### config.mk
export PLATFORM = sky130hd
export DESIGN_NAME = edge_detect_multi
export DESIGN_NICKNAME = d
export VERILOG_FILES = /design/src/rtl/edge_detect_multi.sv
export SDC_FILE = /design/constraint.sdc
export NUM_CORES = 1
export LEC_CHECK = 0
export BUFFER_PORTS_ARGS = -buffer_cell sky130_fd_sc_hd__buf_2
export CAP_MARGIN = 10
export CORE_ASPECT_RATIO = 0.6
export CORE_MARGIN = 2
export CORE_UTILIZATION = 60
export CTS_BUF_LIST = sky130_fd_sc_hd__clkbuf_2
export DETAILED_ROUTE_END_ITERATION = 16
export GPL_TIMING_DRIVEN = 0
export PLACE_DENSITY = 0.88
export SYNTH_ARGS = -nofsm -noshare
export SYNTH_HDL_FRONTEND = slang
export SYNTH_SLANG_ARGS = --single-unit
### constraint.sdc
create_clock -name i_clk -period 6.5 [get_ports i_clk]
set_clock_uncertainty 0.2 [all_clocks]
set_input_delay 1.625 -clock i_clk [delete_from_list [all_inputs] [get_ports i_clk]]
set_output_delay 1.625 -clock i_clk [all_outputs]
set_load 0.05 [all_outputs]
### src/rtl/edge_detect_multi.sv
// edge_detect_multi: per-channel programmable edge detector with tick pulse,
// sticky pending flag and saturating event counter.
// Optional build macro: EDGE_DETECT_MULTI_SYNC_EN inserts a 2-flop
// synchroniser on every level input. It raises the event latency to 3 cycles
// and the post-reset priming window to 3 edges.
module edge_detect_multi #(
  parameter int N_CH  = 4,
  parameter int CNT_W = 8
) (
  input  logic                    i_clk,
  input  logic                    i_rst,
  input  logic [N_CH-1:0]         i_level,
  input  logic [2*N_CH-1:0]       i_mode,
  input  logic [N_CH-1:0]         i_clr,
  output logic [N_CH-1:0]         o_tick,
  output logic [N_CH-1:0]         o_pending,
  output logic [N_CH*CNT_W-1:0]   o_count,
  output logic                    o_any
);

`ifdef EDGE_DETECT_MULTI_SYNC_EN
  // Cover both synchroniser stages plus the r_prev load.
  localparam logic [1:0] PRIME_EDGES = 2'd3;
`else
  localparam logic [1:0] PRIME_EDGES = 2'd1;
`endif
  localparam logic [CNT_W-1:0] CNT_MAX = {CNT_W{1'b1}};
  localparam logic [CNT_W-1:0] CNT_ONE = CNT_W'(1'b1);

  logic [N_CH-1:0]       level_s;
  logic [N_CH-1:0]       rise_s;
  logic [N_CH-1:0]       fall_s;
  logic [N_CH-1:0]       qual_s;
  logic                  priming_s;

  logic [N_CH-1:0]       prev_q;
  logic [N_CH-1:0]       tick_q;
  logic [N_CH-1:0]       pending_q;
  logic [N_CH-1:0]       pending_d;
  logic [N_CH*CNT_W-1:0] count_q;
  logic [N_CH*CNT_W-1:0] count_d;
  logic                  any_q;
  logic [1:0]            prime_q;
  logic [1:0]            prime_d;

`ifdef EDGE_DETECT_MULTI_SYNC_EN
  logic [N_CH-1:0] sync1_q;
  logic [N_CH-1:0] sync2_q;

  // Two-flop synchroniser for the asynchronous level inputs.
  always_ff @(posedge i_clk) begin
    if (i_rst) begin
      sync1_q <= {N_CH{1'b0}};
      sync2_q <= {N_CH{1'b0}};
    end else begin
      sync1_q <= i_level;
      sync2_q <= sync1_q;
    end
  end

  assign level_s = sync2_q;
`else
  assign level_s = i_level;
`endif

  // Raw edges against the previously sampled level; mode qualification below.
  assign rise_s = ~prev_q & level_s;
  assign fall_s = prev_q & ~level_s;

  // Event qualification, priming countdown and pending/counter next state.
  always_comb begin
    prime_d   = prime_q;
    pending_d = pending_q;
    count_d   = count_q;
    qual_s    = {N_CH{1'b0}};
    priming_s = (prime_q != 2'd0);

    if (priming_s) begin
      prime_d = prime_q - 2'd1;
    end else begin
      prime_d = prime_q;
    end

    for (int n = 0; n < N_CH; n++) begin
      qual_s[n] = ~priming_s &
                  ((rise_s[n] & i_mode[2*n]) | (fall_s[n] & i_mode[2*n+1]));

      case ({qual_s[n], i_clr[n]})
        2'b11: begin
          // A clear on the same edge as an event loses to the event.
          pending_d[n]                = 1'b1;
          count_d[n*CNT_W +: CNT_W]   = CNT_ONE;
        end
        2'b10: begin
          pending_d[n] = 1'b1;
          if (count_q[n*CNT_W +: CNT_W] != CNT_MAX) begin
            count_d[n*CNT_W +: CNT_W] = count_q[n*CNT_W +: CNT_W] + CNT_ONE;
          end else begin
            count_d[n*CNT_W +: CNT_W] = count_q[n*CNT_W +: CNT_W];
          end
        end
        2'b01: begin
          pending_d[n]              = 1'b0;
          count_d[n*CNT_W +: CNT_W] = {CNT_W{1'b0}};
        end
        2'b00: begin
          pending_d[n]              = pending_q[n];
          count_d[n*CNT_W +: CNT_W] = count_q[n*CNT_W +: CNT_W];
        end
        default: begin
          pending_d[n]              = pending_q[n];
          count_d[n*CNT_W +: CNT_W] = count_q[n*CNT_W +: CNT_W];
        end
      endcase
    end
  end

  // State and output registers; reset overrides every other input.
  always_ff @(posedge i_clk) begin
    if (i_rst) begin
      prev_q    <= {N_CH{1'b0}};
      tick_q    <= {N_CH{1'b0}};
      pending_q <= {N_CH{1'b0}};
      count_q   <= {(N_CH*CNT_W){1'b0}};
      any_q     <= 1'b0;
      prime_q   <= PRIME_EDGES;
    end else begin
      // r_prev tracks in every mode so enabling a mode never fakes an edge.
      prev_q    <= level_s;
      tick_q    <= qual_s;
      pending_q <= pending_d;
      count_q   <= count_d;
      // o_any trails o_pending by one cycle.
      any_q     <= |pending_q;
      prime_q   <= prime_d;
    end
  end

  assign o_tick    = tick_q;
  assign o_pending = pending_q;
  assign o_count   = count_q;
  assign o_any     = any_q;

endmodule

# Word level (Yosys, flattened, before mapping)
# Index checks and enable logic that the tools add are counted.
[op_classes]
bitwise_logic = 25
muxes = 12
reduce_logical = 14
n_eq_ne = 20
n_addsub = 5
[ops]
columns = ["operator", "n"]
rows = [
  ["8-bit one-hot mux with 3 select lines", 4],
  ["8-bit by 1-bit adder with 8-bit output, second input constant", 4],
  ["8-bit two-way mux", 4],
  ["8-bit inequality test, second input constant", 4],
  ["2-bit == test, second input constant", 8],
  ["1-bit bitwise AND", 12],
  ["4-bit bitwise AND", 2],
  ["2-bit by 1-bit == test with 1-bit output, second input constant", 4],
  ["2-bit zero test", 4],
  ["2-bit inequality test, second input constant", 4],
  ["4-bit inverter", 2],
  ["1-bit one-hot mux with 2 select lines", 4],
  ["2-bit AND reduction", 4],
  ["2-bit OR reduction", 4],
  ["1-bit inverter", 5],
  ["1-bit bitwise OR", 4],
  ["4-bit OR reduction", 1],
  ["2-bit nonzero test", 1],
  ["2-bit by 1-bit subtractor with 2-bit output, second input constant", 1],
]
[totals]
out_inout_bits = 41
inputBits = 18
register_bits = 47
elab_cells = 88

# Logic depth before layout (Yosys ltp)
[logic_depth]
word_depth = 8
mapped_depth = 11
ltp_nobuf = 9

# Least setup slack after synthesis
# No wires, ideal clock.
[synth_path]
path_kind = "input -> register"
from = "input i_mode[1]"
to = "register count_q[7] (netlist: o_count[7])"
cell_stages = 8
slack_ns = 2.994
arrival_ns = 3.236
n_path_buf = 0
required_ns = 6.230
setup_ns = 0.070
cell_sequence = "nand2_1 -> o21ai_0 -> nand2_1 -> ha_1 -> and2b_1 -> o211ai_1 -> or4_1 -> a21oi_1"
[synth_via]
elab_chain_cells = 6
elab_cells_between_ends = 11
cone_classes = "eq/ne (4); mux (1); bitwise (4); reduce/logical (2)"
[synth_rtl]
columns = ["element", "line_no", "text"]
rows = [
  ["start, declared", "13", "input logic [2*N_CH-1:0] i_mode,"],
  ["1-bit bitwise AND *", "86", "((rise_s[n] & i_mode[2*n]) | (fall_s[n] & i_mode[2*n+1]));"],
  ["1-bit bitwise OR *", "86", ""],
  ["1-bit bitwise AND *", "85", "qual_s[n] = ~priming_s &"],
  ["2-bit == test or 2-bit zero test (tied branches)", "88", "case ({qual_s[n], i_clr[n]})"],
  ["2-bit inequality test (no source line) or 1-bit inverter (tied branches)", "--", ""],
  ["2-bit AND reduction (no source line)", "--", ""],
  ["end signal, assigned", "124", "count_q <= {(N_CH*CNT_W){1'b0}};"],
  ["end signal, assigned", "132", "count_q <= count_d;"],
  ["end, declared", "40", "logic [N_CH*CNT_W-1:0] count_q;"],
]
# Every way passes the cells marked *; elsewhere a longest branch is shown, timed or not.
# A chain may end at the register's enable or synchronous reset.

# Final worst setup path
[layout_path]
from = "input i_level[0]"
to = "register count_q[7] (netlist: o_count[7])"
[layout_via]
elab_chain_cells = 8
elab_cells_between_ends = 15
cone_classes = "eq/ne (4); mux (1); bitwise (8); reduce/logical (2)"
[layout_rtl]
columns = ["element", "line_no", "text"]
rows = [
  ["start, declared", "12", "input logic [N_CH-1:0] i_level,"],
  ["4-bit inverter", "68", "assign fall_s = prev_q & ~level_s;"],
  ["4-bit bitwise AND", "68", ""],
  ["1-bit bitwise AND", "86", ""],
  ["1-bit bitwise OR *", "86", ""],
  ["1-bit bitwise AND *", "85", ""],
  ["2-bit == test or 2-bit zero test (tied branches)", "88", ""],
  ["2-bit inequality test (no source line) or 1-bit inverter (tied branches)", "--", ""],
  ["2-bit AND reduction (no source line)", "--", ""],
]
# Marks and branches as above.

==> impl_metrics.py <==
metrics = {
    "finish": {
        "finalNetCount": 405,
        "area_growth_pct": 16.62,
        "drive_above_1_share": 0.1887,
        "fill_cells": 339,
        "diodes": 0,
    },
    "yosys": {
        "syn_nets": 341,
        "synthFlopType": "dfxtp_1",
        "async_reset_ff_frac": 0,
        "syn-cell-area_mm2": 0.002477,
        "yosys.area_share.adder": 0.08586,
        "syn_area_per_cell_um2": 8.096,
        "ys_seq_area_frac": 0.3798,
        "synthDistinctLibCells": 41,
        "yosys.area_share.simple": 0.2980,
        "synth.area.mux_share": 0,
        "syn_inst": 306,
        "synth_compound_area_frac": 0.1793,
        "synth_seq_cells": 47,
        "synth_xor_area_frac": 0.007071,
        "synth-edff-count": 0,
        "synth_top_family_by_area": "simple AND/OR/NAND/NOR gates",
        "yosys_warnings": 0,
    },
    "cts": {
        "cts_tree": "yes",
        "root_buffer": "clkbuf_2",
        "worstSkewPairLatency_ns": 0.42,
        "ctsHtreeMaxLevel": 2,
        "clockBufferDepth": 2,
        "cts_num_sinks": 47,
        "post_cts_buffers": 0,
        "clk_pin_slew_ns": 0.24,
        "hold_buffers": 0,
        "post_cts_resized": 0,
        "cts_buffers": 5,
    },
    "power": {
        "clockPowerShare": 0.255,
        "p_int_mw": 0.4162,
        "cellLeakagePower_nw": 1.274,
        "power_mw": 0.6253,
        "power_density_mw_per_mm2": 216.4,
        "switchingPower_mw": 0.2091,
        "share_comb_of_total_power": 0.240,
        "switching_share": 0.3344,
        "power_frac_seq": 0.505,
        "ir_drop_mv": 0.1171,
    },
    "route": {
        "dr.pass1.iters": 5,
        "via_per_inst": 5.971,
        "drc": 0,
        "ant_nets": 0,
        "post_drt_wl_per_cell_um": 14.29,
        "drt-total-wl_um": 6015,
        "drt_iter0_drc": 181,
        "vias": 2514,
    },
    "min_path": {
        "hold_path.class": "reg -> reg",
        "worstHoldPathCells": 2,
    },
    "setup_path": {
        "cp_num_buf_inv": 1,
        "slowest_stage": "or4_1",
        "crit_cells": 8,
        "critPathCaptureType": "flop",
        "critPathMaxStageDelay_ns": 0.52,
        "required_ns": 6.65,
        "critPathLaunchType": "input port",
        "cp_top_family": "simple AND/OR/NAND/NOR gates",
        "path_cells": "buf_2 -> o21ai_0 -> nand2_1 -> ha_1 -> and2b_1 -> o211ai_1 -> or4_1 -> a21oi_1",
        "cp_max_fo": 7,
        "r2r_cells": 9,
        "worstSetupPathType": "in -> reg",
        "cp.arrival_ns": 3.61,
    },
    "die": {
        "coreArea_mm2": 0.004031,
        "fp.dieW_um": 86.96,
        "die_h_um": 53.78,
        "start_util": 0.6145,
        "die-area_mm2": 0.004676,
        "io_pins": 59,
        "num_rows": 18,
    },
    "sta": {
        "min_period_ns": 3.455,
        "post-route-period-util": 0.5315,
        "rsz0062_at_grt": "false",
        "finalHoldViolations": 0,
        "tns_ns": 0,
        "slew_headroom": 0.6046,
        "worstMarginPinSlew_ns": 0.5892,
        "drv_slew": 0,
        "setup_viol": 0,
        "fmax_mhz": 289.5,
    },
    "grt": {
        "grt.overflow.total": 0,
        "grt_pass1_vias": 2172,
        "grt_first_pass_wirelength_um": 9846,
        "grtUsageMet3": 0.05521,
        "track_usage": 0.2719,
        "grt_use_met2": 0.4084,
        "grt_antenna_before_repair": 0,
        "grt_max_degree": 15,
        "use_met1": 0.3960,
        "busiest_layer": "met2",
    },
    "outcome": {
        "status": "finished, final reports clean",
    },
    "run": {
        "max-cap-violations": 0,
    },
    "place": {
        "finalWeightedCongestion": 0.9096,
        "dp_hpwl_um": 4363,
        "io_buffers": 57,
    },
}
## tightest hold or removal path: cells and delay by family, from the launching register on
family	cells	cell delay (ns)
AOI/OAI and AO/OA	1	0.05
and+or+nand+nor	1	0.06
DFF	1	0.39
## cell usage after synthesis (all sizes together) (2+ instances only)
master / count / area, um2
nand4: 10 / 62.56
a41oi: 4 / 35.03
nand4b: 2 / 17.52
o2111ai: 2 / 17.52
o21ai: 21 / 105.1
buf: 3 / 18.77
ha: 17 / 212.7
a21oi: 32 / 160.2
and2: 4 / 27.53
a31oi: 5 / 31.28
nor2b: 9 / 56.30
o32ai: 5 / 43.79
clkbuf: 8 / 30.03
nor3: 4 / 20.02
dfxtp: 47 / 940.9
a41o: 2 / 20.02
nand2: 20 / 75.07
and3: 5 / 31.28
or4: 7 / 52.55
and4: 2 / 20.02
nand3b: 6 / 45.04
inv: 20 / 75.07
or3: 8 / 50.05
nor2: 29 / 108.9
nor4: 2 / 12.51
or3b: 2 / 17.52
nand3: 13 / 65.06
nand2b: 7 / 43.79
xor2: 2 / 17.52
o21a: 2 / 15.01
## layout make-up
type	count	area, um2	area share
Buffer	11	48.80	0.01689
Clock buffer	5	25.02	0.008662
Clock inverter	3	38.79	0.01343
Inverter	20	75.07	0.02599
Multi-Input combinational cell	228	1413	0.4890
Sequential cell	47	940.9	0.3257
Tap cell	50	62.56	0.02165
Timing Repair Buffer	57	285.3	0.09874
## layout by cell type, fill, tap and decap left out, types with 2 or more instances in the layout
cell type and instances:
and3_1 5, nand4_1 10, a31oi_1 5, nand2_1 20, clkbuf_1 8, nor4_1 2
nor3_1 4, o21a_1 2, nand4b_1 2, ha_1 17, and2_1 3, or4_1 7
o2111ai_1 2, o21ai_0 19, a41oi_1 4, inv_1 20, nand3_1 13, or3_1 8
o21ai_1 2, nand2b_1 7, nor2b_1 9, buf_1 2, nor2_1 29, clkbuf_2 5
xor2_1 2, buf_2 57, o32ai_1 5, a21oi_1 32, a41o_1 2, nand3b_1 6
dfxtp_1 47
## cells by family (layout without fill, tap and decap cells)
family                   after synthesis  count (layout)
flip-flops                            47              47
AO/OA/AOI/OAI                         75              75
XOR/XNOR                               2               2
AND/OR/NAND/NOR                      134             134
adder cells (fa/ha/maj)               17              17
buffers and inverters                 31              96
## worst paths after layout
kind                                  from         end  slack (ns)
worst min-delay path            o_count[9]  o_count[9]        0.30
worst max register to register  prime_q[0]  o_count[7]        3.59
worst min register to register  o_count[9]  o_count[9]        0.30
worst max-delay path            i_level[0]  o_count[7]        3.05
## power by group through the flow
stage	logic, mW	registers (mW)	clock network, mW
2_1_floorplan	0.0819	0.347	0
3_3_place_gp	0.140	0.321	0
3_5_place_dp	0.149	0.321	0
4_1_cts	0.149	0.316	0.162
5_1_grt	0.165	0.319	0.171
6_report	0.150	0.316	0.160
## routing by layer
layer,up-vias,part of all wire
met5,-,0
met1,1149,0.47
met4,0,0.0067
li1,1233,-
met3,4,0.089
met2,128,0.43
## through the flow
stage               std cells  worst slack (ns)  cell area (um2)  hold WS [ns]    util
detailed placement        413             2.637             2825        0.2781  0.7008
global route              421             2.930             2889        0.3348  0.7166
CTS                       421             3.084             2889        0.3044  0.7166
finish                    421             3.045             2889        0.3007  0.7166
floorplan                 306             2.994             2477        0.2585       -
global placement          413             2.658             2825        0.2683  0.7008
## registers in the layout, indices dropped and copies added, names as in the netlist
register	flops
o_pending	4
prime_q	2
o_any	1
prev_q	4
o_count	32
o_tick	4
No activity file was read; power rests on OpenSTA's default activity.
